[config.mk]
export PLATFORM = sky130hd
export DESIGN_NAME = buffer_writer
export DESIGN_NICKNAME = d
export VERILOG_FILES = /design/src/rtl/buffer_writer_pkg.sv /design/src/rtl/buffer_writer_counter.sv /design/src/rtl/buffer_writer.sv
export SDC_FILE = /design/constraint.sdc
export NUM_CORES = 1
export LEC_CHECK = 0
export ABC_AREA = 1
export CORE_ASPECT_RATIO = 0.5
export CORE_UTILIZATION = 31
export CTS_CLUSTER_DIAMETER = 40
export DETAILED_ROUTE_END_ITERATION = 8
export SETUP_SLACK_MARGIN = 0.15
export SLEW_MARGIN = 20
export SYNTH_ARGS = -nofsm -noshare
export SYNTH_HDL_FRONTEND = slang
export SYNTH_SLANG_ARGS = --single-unit
[constraint.sdc]
create_clock -name clk -period 2.05 [get_ports clk]
set_input_delay 0.5125 -clock clk [delete_from_list [all_inputs] [get_ports clk]]
set_output_delay 0.5125 -clock clk [all_outputs]
set_load 0.005 [all_outputs]
[src/rtl/buffer_writer_pkg.sv]
// Shared constants for the 1024 x 16 sample buffer and the write-side FSM encoding.
// The read-address side imports the same geometry.
package buffer_writer_pkg;

  localparam int DEPTH     = 1024;
  localparam int LOG_DEPTH = 10;
  localparam int WIDTH     = 16;

  localparam logic [1:0] ST_IDLE = 2'd0;
  localparam logic [1:0] ST_FILL = 2'd1;
  localparam logic [1:0] ST_DONE = 2'd2;

endpackage

[src/rtl/buffer_writer_counter.sv]
// Frame sample counter; one bit wider than the address so a full-depth frame
// can report a count equal to DEPTH.
module write_addr_counter #(
  parameter int W = 11
) (
  input  logic         clk,
  input  logic         rst_n,
  input  logic         clr_i,
  input  logic         inc_i,
  output logic [W-1:0] count_o
);

  logic [W-1:0] count_q, count_d;

  // Clear wins over increment so a new frame always starts from zero.
  always_comb begin
    count_d = count_q;
    if (clr_i) begin
      count_d = '0;
    end else if (inc_i) begin
      count_d = count_q + 1'b1;
    end
  end

  always_ff @(posedge clk or negedge rst_n) begin
    if (!rst_n) begin
      count_q <= '0;
    end else begin
      count_q <= count_d;
    end
  end

  assign count_o = count_q;

endmodule

[src/rtl/buffer_writer.sv]
// Write-side controller for the sample buffer: fills one frame of programmable
// length from a valid/ready stream, then holds done until the next start.
module buffer_writer
  import buffer_writer_pkg::*;
#(
  parameter int DEPTH     = buffer_writer_pkg::DEPTH,
  parameter int LOG_DEPTH = buffer_writer_pkg::LOG_DEPTH,
  parameter int WIDTH     = buffer_writer_pkg::WIDTH
) (
  input  logic                 clk,
  input  logic                 rst_n,
  input  logic                 start,
  input  logic [LOG_DEPTH:0]   length,
  input  logic [WIDTH-1:0]     in_data,
  input  logic                 in_valid,
  output logic                 in_ready,
  output logic                 wen,
  output logic [LOG_DEPTH-1:0] waddr,
  output logic [WIDTH-1:0]     wdata,
  output logic [LOG_DEPTH:0]   count,
  output logic                 done
);

  localparam int LW = LOG_DEPTH + 1;
  localparam logic [LW-1:0] FULL_LEN = LW'(DEPTH);

  logic [1:0]           state_q, state_d;
  logic [LW-1:0]        len_q, len_d;
  logic [LW-1:0]        cnt, cnt_nxt;
  logic                 accept, last, clr;
  logic                 wen_q;
  logic [LOG_DEPTH-1:0] waddr_q;
  logic [WIDTH-1:0]     wdata_q;

  // Ready depends only on registered state, never on in_valid.
  assign in_ready = (state_q == ST_FILL);
  assign accept   = in_valid & in_ready;
  assign cnt_nxt  = cnt + 1'b1;
  assign last     = accept && (cnt_nxt == len_q);

  always_comb begin
    state_d = state_q;
    len_d   = len_q;
    clr     = 1'b0;
    case (state_q)
      ST_IDLE, ST_DONE: begin
        if (start) begin
          state_d = ST_FILL;
          clr     = 1'b1;
          // Zero or oversize lengths mean a full-depth frame.
          if ((length == '0) || (length > FULL_LEN)) begin
            len_d = FULL_LEN;
          end else begin
            len_d = length;
          end
        end
      end
      ST_FILL: begin
        if (last) begin
          state_d = ST_DONE;
        end
      end
      default: state_d = ST_IDLE;
    endcase
  end

  always_ff @(posedge clk or negedge rst_n) begin
    if (!rst_n) begin
      state_q <= ST_IDLE;
      len_q   <= FULL_LEN;
    end else begin
      state_q <= state_d;
      len_q   <= len_d;
    end
  end

  write_addr_counter #(
    .W(LW)
  ) u_cnt (
    .clk    (clk),
    .rst_n  (rst_n),
    .clr_i  (clr),
    .inc_i  (accept),
    .count_o(cnt)
  );

  // Write port registers: one cycle behind the accepting edge; hold on bubbles.
  always_ff @(posedge clk or negedge rst_n) begin
    if (!rst_n) begin
      wen_q   <= 1'b0;
      waddr_q <= '0;
      wdata_q <= '0;
    end else begin
      wen_q <= accept;
      if (accept) begin
        waddr_q <= cnt[LOG_DEPTH-1:0];
        wdata_q <= in_data;
      end
    end
  end

  assign wen   = wen_q;
  assign waddr = waddr_q;
  assign wdata = wdata_q;
  assign count = cnt;
  assign done  = (state_q == ST_DONE);

endmodule

; ---- Word-level counts from Yosys, hierarchy flattened
; Index checks and enable logic that the tools add are counted.
[classes]
add_sub_neg = 1
n_lt_le_gt_ge = 1
n_eq_ne = 5
muxes = 8
bitwise = 1
reduce_logical = 8
[op_table]
columns = cell, count
row1 = 11-bit 2-to-1 mux, 3
row2 = "11-bit by 1-bit adder with 11-bit output, second input constant", 1
row3 = 11-bit equality test, 1
row4 = "11-bit greater-than comparator, second input constant", 1
row5 = 11-bit zero test, 1
row6 = 2-bit 2-to-1 mux, 2
row7 = 2-bit one-hot mux with 2 select lines, 1
row8 = 2-bit AND reduction, 2
row9 = "2-bit by 1-bit equality test with 1-bit output, second input constant", 1
row10 = "2-bit equality test, second input constant", 1
row11 = 2-bit zero test, 1
row12 = 1-bit 2-to-1 mux, 2
row13 = "2-bit by 1-bit != test with 1-bit output, second input constant", 1
row14 = "2-bit != test, second input constant", 1
row15 = 2-bit nonzero test, 1
row16 = 2-bit OR reduction, 1
row17 = 1-bit AND, 1
row18 = 1-bit logical AND, 1
row19 = 1-bit logical OR, 1
[totals]
reg_bits = 51

; ---- Depth between registers and ports, before layout
; Gate-level depths: netlist of the first run.
[depth]
word_depth = 5
depth_mapped = 12

; ---- Modules after synthesis
; From an unflattened synthesis of the first run, not the netlist that was laid out.
[hier_totals]
hier_cells = 353
hier_area_um2 = 2587.5
[by_module_without_submodules]
columns = mod, n_inst, cells_per_inst, area_per_inst_um2
row1 = buffer_writer, 1, 271, 1980.6
row2 = write_addr_counter, 1, 82, 606.8

; ---- Least setup slack after synthesis of the first run
; OpenSTA, ideal clock, no wires.
[synth_timing]
path_kind = flip-flop to flip-flop
start = register u_cnt.count_q[0] (netlist: u_cnt.count_o[0])
end = register state_q[0]
setup_time_ns = 0.121
t_arrival_ns = 1.444
setup_slack_ns = 0.485
stages_incl_launch_ff = 12
path_buffers = 0
path_cell_list = dfrtp_1 ha_1 nand2_1 nand2_1 nand2_1 nand2_1 nor2_1 nand2_1 nor2_1 nand3_1 o21bai_1 nand2_1
[synth_via]
elab_chain_len = 5
[synth_rtl]
columns = element, line_no
row1 = from (decl), buffer_writer_counter.sv:13  ; logic [W-1:0] count_q, count_d;
row2 = from (signal assigned), buffer_writer_counter.sv:29  ; count_q <= count_d;
row3 = 11-bit by 1-bit adder with 11-bit output, buffer_writer.sv:38  ; assign cnt_nxt = cnt + 1'b1;
row4 = 11-bit equality test, buffer_writer.sv:39  ; assign last = accept && (cnt_nxt == len_q);
row5 = 1-bit logical AND, buffer_writer.sv:39
row6 = 2-bit by 1-bit != test with 1-bit output (no source line), -
row7 = 2-bit AND reduction (no source line), -
row8 = to (signal assigned), buffer_writer.sv:72  ; state_q <= state_d;
row9 = to (decl), buffer_writer.sv:27  ; logic [1:0] state_q, state_d;
; No other way between the ends.
; A chain may end at the register's enable or synchronous reset.

; ---- Worst setup path after layout of the first run
[layout_timing]
start = register state_q[0]
end = output port done
[layout_via]
elab_chain_len = 1
[layout_rtl]
columns = element, line_no
row1 = 2-bit equality test, buffer_writer.sv:106  ; assign done = (state_q == ST_DONE);
row2 = to (decl), buffer_writer.sv:21  ; output logic done
; No other way between the ends.

==> results of run 1 <==
-- worst paths after layout --
| kind | from | end | slack [ns] | cells past startpoint |
|---|---|---|---|---|
| max in group asynchronous | rst_n | wdata[1] | 1.20 | 2 |
| max reg2reg | u_cnt.count_o[0] | state_q[0] | 0.34 | 10 |
| min reg2reg | wdata[11] | wdata[11] | 0.48 | 2 |
| min in group clk | wdata[11] | wdata[11] | 0.48 | 2 |
| max | state_q[0] | done | 0.21 | 2 |
| min | rst_n | wdata[10] | 0.19 | 1 |
-- final cells by class --
type,count,area (um^2)
inverter,31,116
fill,733,3990
tap,96,120
sequential,51,1280
clock inverter,2,12.5
timing repair buffer,80,773
clock buffer,6,129
multi-input combinational,213,955
-- metrics by stage --
step	setup WS, ns	area [um^2]	instances	util [%]
after global routing	0.146	3380	479	45.9
after global placement	0.0995	3220	470	43.7
after floorplan	0.485	2370	303	-
after CTS	0.164	3370	478	45.7
final	0.212	3380	479	45.9
after detailed placement	0.0286	3220	470	43.7
-- routing by layer --
metal | wire (um) | share of wire [%] | GRT usage [%]
met3 | 224 | 3.9 | 2.76
met1 | 2700 | 47 | 19.9
met4 | 14 | 0.25 | 4.67
met2 | 2760 | 48 | 26.2
met5 | 0 | 0 | 0
-- state kept, by name, summed over array words and instances (netlist names) --
register and flops:
state_q 2, wen 1, u_cnt.count_o 11, wdata 16
waddr 10, len_q 11
-- power breakdown --
part	total, W	internal (W)	switching [W]
logic	0.00106	0.000557	0.000505
clock network	0.000792	0.000450	0.000342
registers	0.00138	0.00120	0.000175
total	0.00323	0.00221	0.00102
-- cells in the final DEF (no fill, tap or decap), drive strengths merged, types with 3 or more instances in the layout --
master         instances
buf                   11
nand2                122
nor2                  20
a21oi                  3
nand3                 27
clkdlybuf4s50         68
inv                   31
clkbuf                 6
o21ai                 23
o22ai                 11
dfrtp                 50
-- cell families (layout without fill, tap and decap cells) --
group | count (synthesis) | in the layout | synth area share [%]
compound gates | 38 | 38 | 8.70
xor+xnor | 2 | 2 | 0.738
fa+ha+maj | 1 | 1 | 0.527
buf+inv | 39 | 119 | 6.27
flops | 51 | 51 | 53.8
simple gates | 172 | 172 | 29.9
-- repair_timing --
action,in CTS,in global routing
pin swaps,0,1
gates resized for setup,1,4
buffers inserted,0,1
hold buffers,0,0
setup endpoints to repair,1,4
==> results.sh, run 1 <==
export IMPL_outcome="finished, final reports clean"
export IMPL_grt_antenna_before_repair=0
export IMPL_die_width_um=126
export IMPL_synthCells=303
export IMPL_ios=71
export IMPL_grt_pass1_vias=2050
export IMPL_start_util_pct=32.2
export IMPL_ys_types=22
export IMPL_whs_ns=0.195
export IMPL_yosys_register_bits=51
export IMPL_drv_cap=0
export IMPL_yosys_area_top_type="dfrtp_1"
export IMPL_critical_path_buf_inv_count=1
export IMPL_synth_area_um2=2370
export IMPL_crit_family="buffers and inverters"
export IMPL_synth_fp_nets=335
export IMPL_drive_gt1_share_pct=7.31
export IMPL_nets=414
export IMPL_yosysSeqAreaShare_pct=53.8
export IMPL_hold_violations=0
export IMPL_hp_class="in2async"
export IMPL_clock_sinks=51
export IMPL_wl_per_cell_um=11.9
export IMPL_ys_flop_type="dfrtp_1"
export IMPL_required_ns=1.54
export IMPL_die_h_um=63.9
export IMPL_vias=2185
export IMPL_clk_pin_slew_ns=0.06
export IMPL_core_area_um2=7380
export IMPL_skew_ns=0.00565
export IMPL_synth_async_reset_ratio_pct=100
export IMPL_postSynthAreaPerCell_um2=7.83
export IMPL_synth_top_area_share_pct=52.7
export IMPL_powerDensity_nw_per_um2=955
export IMPL_routed_wirelength_mm=5.70
export IMPL_grt_pass1_wl_mm=9.77
export IMPL_peakVddDrop_v=0.000370
export IMPL_tightestPinTransition_ns=0.503
export IMPL_numCtsBuffers=5
export IMPL_num_rows=22
export IMPL_synthTopCellsByArea="dfrtp_1 (53%), nand2_1 (19%), nand3_1 (5.7%)"
export IMPL_finalSetupViolations=0
export IMPL_route_detailed_drc=0
export IMPL_power_w=0.00323
export IMPL_crit_path_max_incr_delay_ns=0.50
export IMPL_p_leak_nw=1.55
export IMPL_drt_iter0_markers=172
export IMPL_path_cells="nor2_2 > clkdlybuf4s50_1"
export IMPL_gp_congestion=0.859
export IMPL_via_per_inst=4.56
export IMPL_ys_top_cells_by_count="nand2_1 (122), dfrtp_1 (50), inv_1 (31), nand3_1 (27), o21ai_0 (21)"
export IMPL_period_needed_ns=1.84
export IMPL_io_buffers=70
export IMPL_clockBufferDepth=2
export IMPL_die_area_um2=8030
export IMPL_ant_nets=0
export IMPL_cp_start_kind="register"
export IMPL_grt_max_degree=23
export IMPL_critical_path_class="reg2out"
export IMPL_area_growth_syn_to_layout_pct=42.5
export IMPL_drt_first_pass_iters=5
export IMPL_fmax_ghz=0.544
export IMPL_arrival_ns=1.33
export IMPL_crit_slowest_cell="clkdlybuf4s50_1"
export IMPL_rsz0062_at_grt="yes"
export IMPL_ys_warn_count=0
export IMPL_cts_max_level=2
export IMPL_slew_headroom_pct=66.5
export IMPL_cts_tree="yes"
export IMPL_cp_max_fo=3
export IMPL_period_share_pct=89.7
export IMPL_synth_edf_count=0
export IMPL_antenna_diode_count=0
export IMPL_hpwlAfterDp_mm=4.58
export IMPL_synth_most_common_cell="nand2_1"
export IMPL_slew_violations=0
export IMPL_crit_path_end_kind="output pin"
export IMPL_clock_latency_ns=0.28
export IMPL_grt_usage_pct=15.3
export IMPL_tns_ns=0
export IMPL_overflow=0
export IMPL_cts_root_buf="clkbuf_16"
Note: power is estimated with default switching activity, not from simulation.
==> inputs of run 2 (changes only) <==
--- a/config.mk
+++ b/config.mk
@@ -7,9 +7,10 @@
 export LEC_CHECK = 0
 export ABC_AREA = 1
 export CORE_ASPECT_RATIO = 0.5
-export CORE_UTILIZATION = 31
+export CORE_UTILIZATION = 47
 export CTS_CLUSTER_DIAMETER = 40
 export DETAILED_ROUTE_END_ITERATION = 8
+export PLACE_DENSITY = 0.8
 export SETUP_SLACK_MARGIN = 0.15
 export SLEW_MARGIN = 20
 export SYNTH_ARGS = -nofsm -noshare
==> constraint.sdc (replaced) <==
create_clock -name clk -period 2.1 [get_ports clk]
set_input_delay 0.525 -clock clk [delete_from_list [all_inputs] [get_ports clk]]
set_output_delay 0.525 -clock clk [all_outputs]
set_load 0.005 [all_outputs]
==> run 2 against run 1 <==
Effect of this change:
- via count grew 2.1%
- global-route usage grew 8.0 points
- cell count fell by 6.1%
- sequential power shrank 3%
- worst hold slack got worse by 0.070 ns
- sequential cell count unchanged
- clock skew up 0.0026 ns
- clock power grew 2%
==> results.sh, run 2 (synthesized netlist as in run 1, its figures left out) <==
export IMPL_routed_wirelength_mm=5.86
export IMPL_via_per_inst=4.96
export IMPL_drive_gt1_share_pct=8.07
export IMPL_outcome="finished, final reports clean"
export IMPL_overflow=0
export IMPL_crit_path_end_kind="output pin"
export IMPL_crit_slowest_cell="clkdlybuf4s50_1"
export IMPL_path_cells="nor2_2 > clkdlybuf4s50_1"
export IMPL_drt_first_pass_iters=5
export IMPL_p_leak_nw=1.56
export IMPL_ff2ff_path_depth=10
export IMPL_start_util_pct=51.4
export IMPL_grt_pass1_vias=2076
export IMPL_gp_congestion=0.875
export IMPL_num_rows=17
export IMPL_final_util_pct=72.6
export IMPL_p_switching_w=0.00101
export IMPL_die_area_um2=5360
export IMPL_io_buffers=70
export IMPL_rsz0062_at_grt="yes"
export IMPL_power_frac_clock_pct=25.0
export IMPL_skew_ns=0.00829
export IMPL_cts_root_buf="clkbuf_8"
export IMPL_largest_register_ffs=16
export IMPL_period_needed_ns=1.90
export IMPL_grt_pass1_wl_mm=9.31
export IMPL_ios=71
export IMPL_slew_violations=0
export IMPL_hp_class="in2async"
export IMPL_peakVddDrop_v=0.000478
export IMPL_vias=2231
export IMPL_drv_cap=0
export IMPL_die_h_um=52.3
export IMPL_sw_frac_of_total_pct=31.3
export IMPL_core_area_um2=4620
export IMPL_internal_power_w=0.00221
export IMPL_multi_input_area_um2=957
export IMPL_drt_iter0_markers=90
export IMPL_die_width_um=103
export IMPL_final_common_cell="nand2_1"
export IMPL_slew_headroom_pct=74.9
export IMPL_fmax_ghz=0.527
export IMPL_antenna_diode_count=0
export IMPL_critical_path_class="reg2out"
export IMPL_mostFrequentLayoutCells="nand2_1 (120), clkdlybuf4s50_1 (68), dfrtp_1 (50)"
export IMPL_grt_max_degree=40
export IMPL_tightestPinTransition_ns=0.376
export IMPL_tns_ns=0
export IMPL_clk_pin_slew_ns=0.10
export IMPL_cts_max_level=2
export IMPL_nFillCells=378
export IMPL_ant_nets=0
export IMPL_required_ns=1.57
export IMPL_hold_violations=0
export IMPL_cts_tree="yes"
export IMPL_cp_start_kind="register"
export IMPL_powerDensity_nw_per_um2=961
export IMPL_arrival_ns=1.37
export IMPL_area_growth_syn_to_layout_pct=41.2
export IMPL_wl_per_cell_um=13.0
export IMPL_hpwlAfterDp_mm=4.19
export IMPL_crit_path_max_incr_delay_ns=0.51
export IMPL_nets=415
export IMPL_route_detailed_drc=0
export IMPL_clockBufferDepth=2
export IMPL_period_share_pct=90.4
export IMPL_grt_antenna_before_repair=0
export IMPL_grt_usage_pct=23.3
export IMPL_pwr_share_seq_pct=41.6
export IMPL_seq_area_um2=1280
export IMPL_clock_latency_ns=0.30
export IMPL_finalSetupViolations=0
export IMPL_cp_max_fo=3
export IMPL_numCtsBuffers=5
export IMPL_clock_sinks=51
export IMPL_combPwrFrac_pct=33.4
## run 2: path summary, 6_finish.rpt
kind	startpoint	endpoint	slack (ns)
max	state_q[0]	done	0.20
min	rst_n	u_cnt.count_o[0]	0.12
max reg2reg	u_cnt.count_o[1]	state_q[0]	0.29
min reg2reg	wdata[13]	wdata[13]	0.48
max in group asynchronous	rst_n	len_q[10]	1.37
min in group clk	wdata[13]	wdata[13]	0.48
## run 2: per-stage QoR
stage          total power, W  area, um^2  hold WS (ns)  std cells  worst slack [ns]
2_1_floorplan         0.00180        2370         0.229        303             0.535
3_3_place_gp          0.00235        3160         0.454        437             0.153
3_5_place_dp          0.00238        3160         0.460        437             0.111
4_1_cts               0.00319        3300         0.132        445             0.164
5_1_grt               0.00342        3350         0.139        450             0.134
6_report              0.00322        3350         0.124        450             0.201
## run 2: power by group through the flow
stage | combinational [W] | sequential [W] | clock (W)
6_report | 0.00107 | 0.00134 | 0.000805
5_1_grt | 0.00119 | 0.00137 | 0.000860
3_3_place_gp | 0.00100 | 0.00134 | 0
2_1_floorplan | 0.000452 | 0.00135 | 0
4_1_cts | 0.00103 | 0.00134 | 0.000823
3_5_place_dp | 0.00102 | 0.00136 | 0
## run 2: what timing repair did
item | in CTS | in global routing
hold buffers | 0 | 0
endpoints found under the setup margin | 1 | 4
buffers inserted | 0 | 5
pin swaps | 0 | 1
gates resized for setup | 1 | 5
endpoints found under the hold margin | 0 | 0
## run 2: cell type report
class	instances	area share (%)
Clock inverter	3	2.02
Tap cell	66	2.46
Multi-Input combinational cell	213	28.6
Timing Repair Buffer	81	23.3
Clock buffer	5	2.05
Inverter	31	3.47
Sequential cell	51	38.1
## run 2: worst max-delay path, delay by kind of cell, from the launching register on
kind,cells,cell delay [ns]
and+or+nand+nor,1,0.13
buffers and inverters,1,0.51
DFF,1,0.42
## run 2: layer usage
layer / part of all wire, % / global-route usage [%] / vias to the layer above / routed length, um
li1: - / - / 1123 / -
met3: 7.5 / 4.40 / 10 / 441
met2: 45 / 40.9 / 89 / 2640
met4: 1.5 / 8.10 / 0 / 87
met5: 0 / 0 / - / 0
met1: 46 / 29.3 / 1009 / 2690
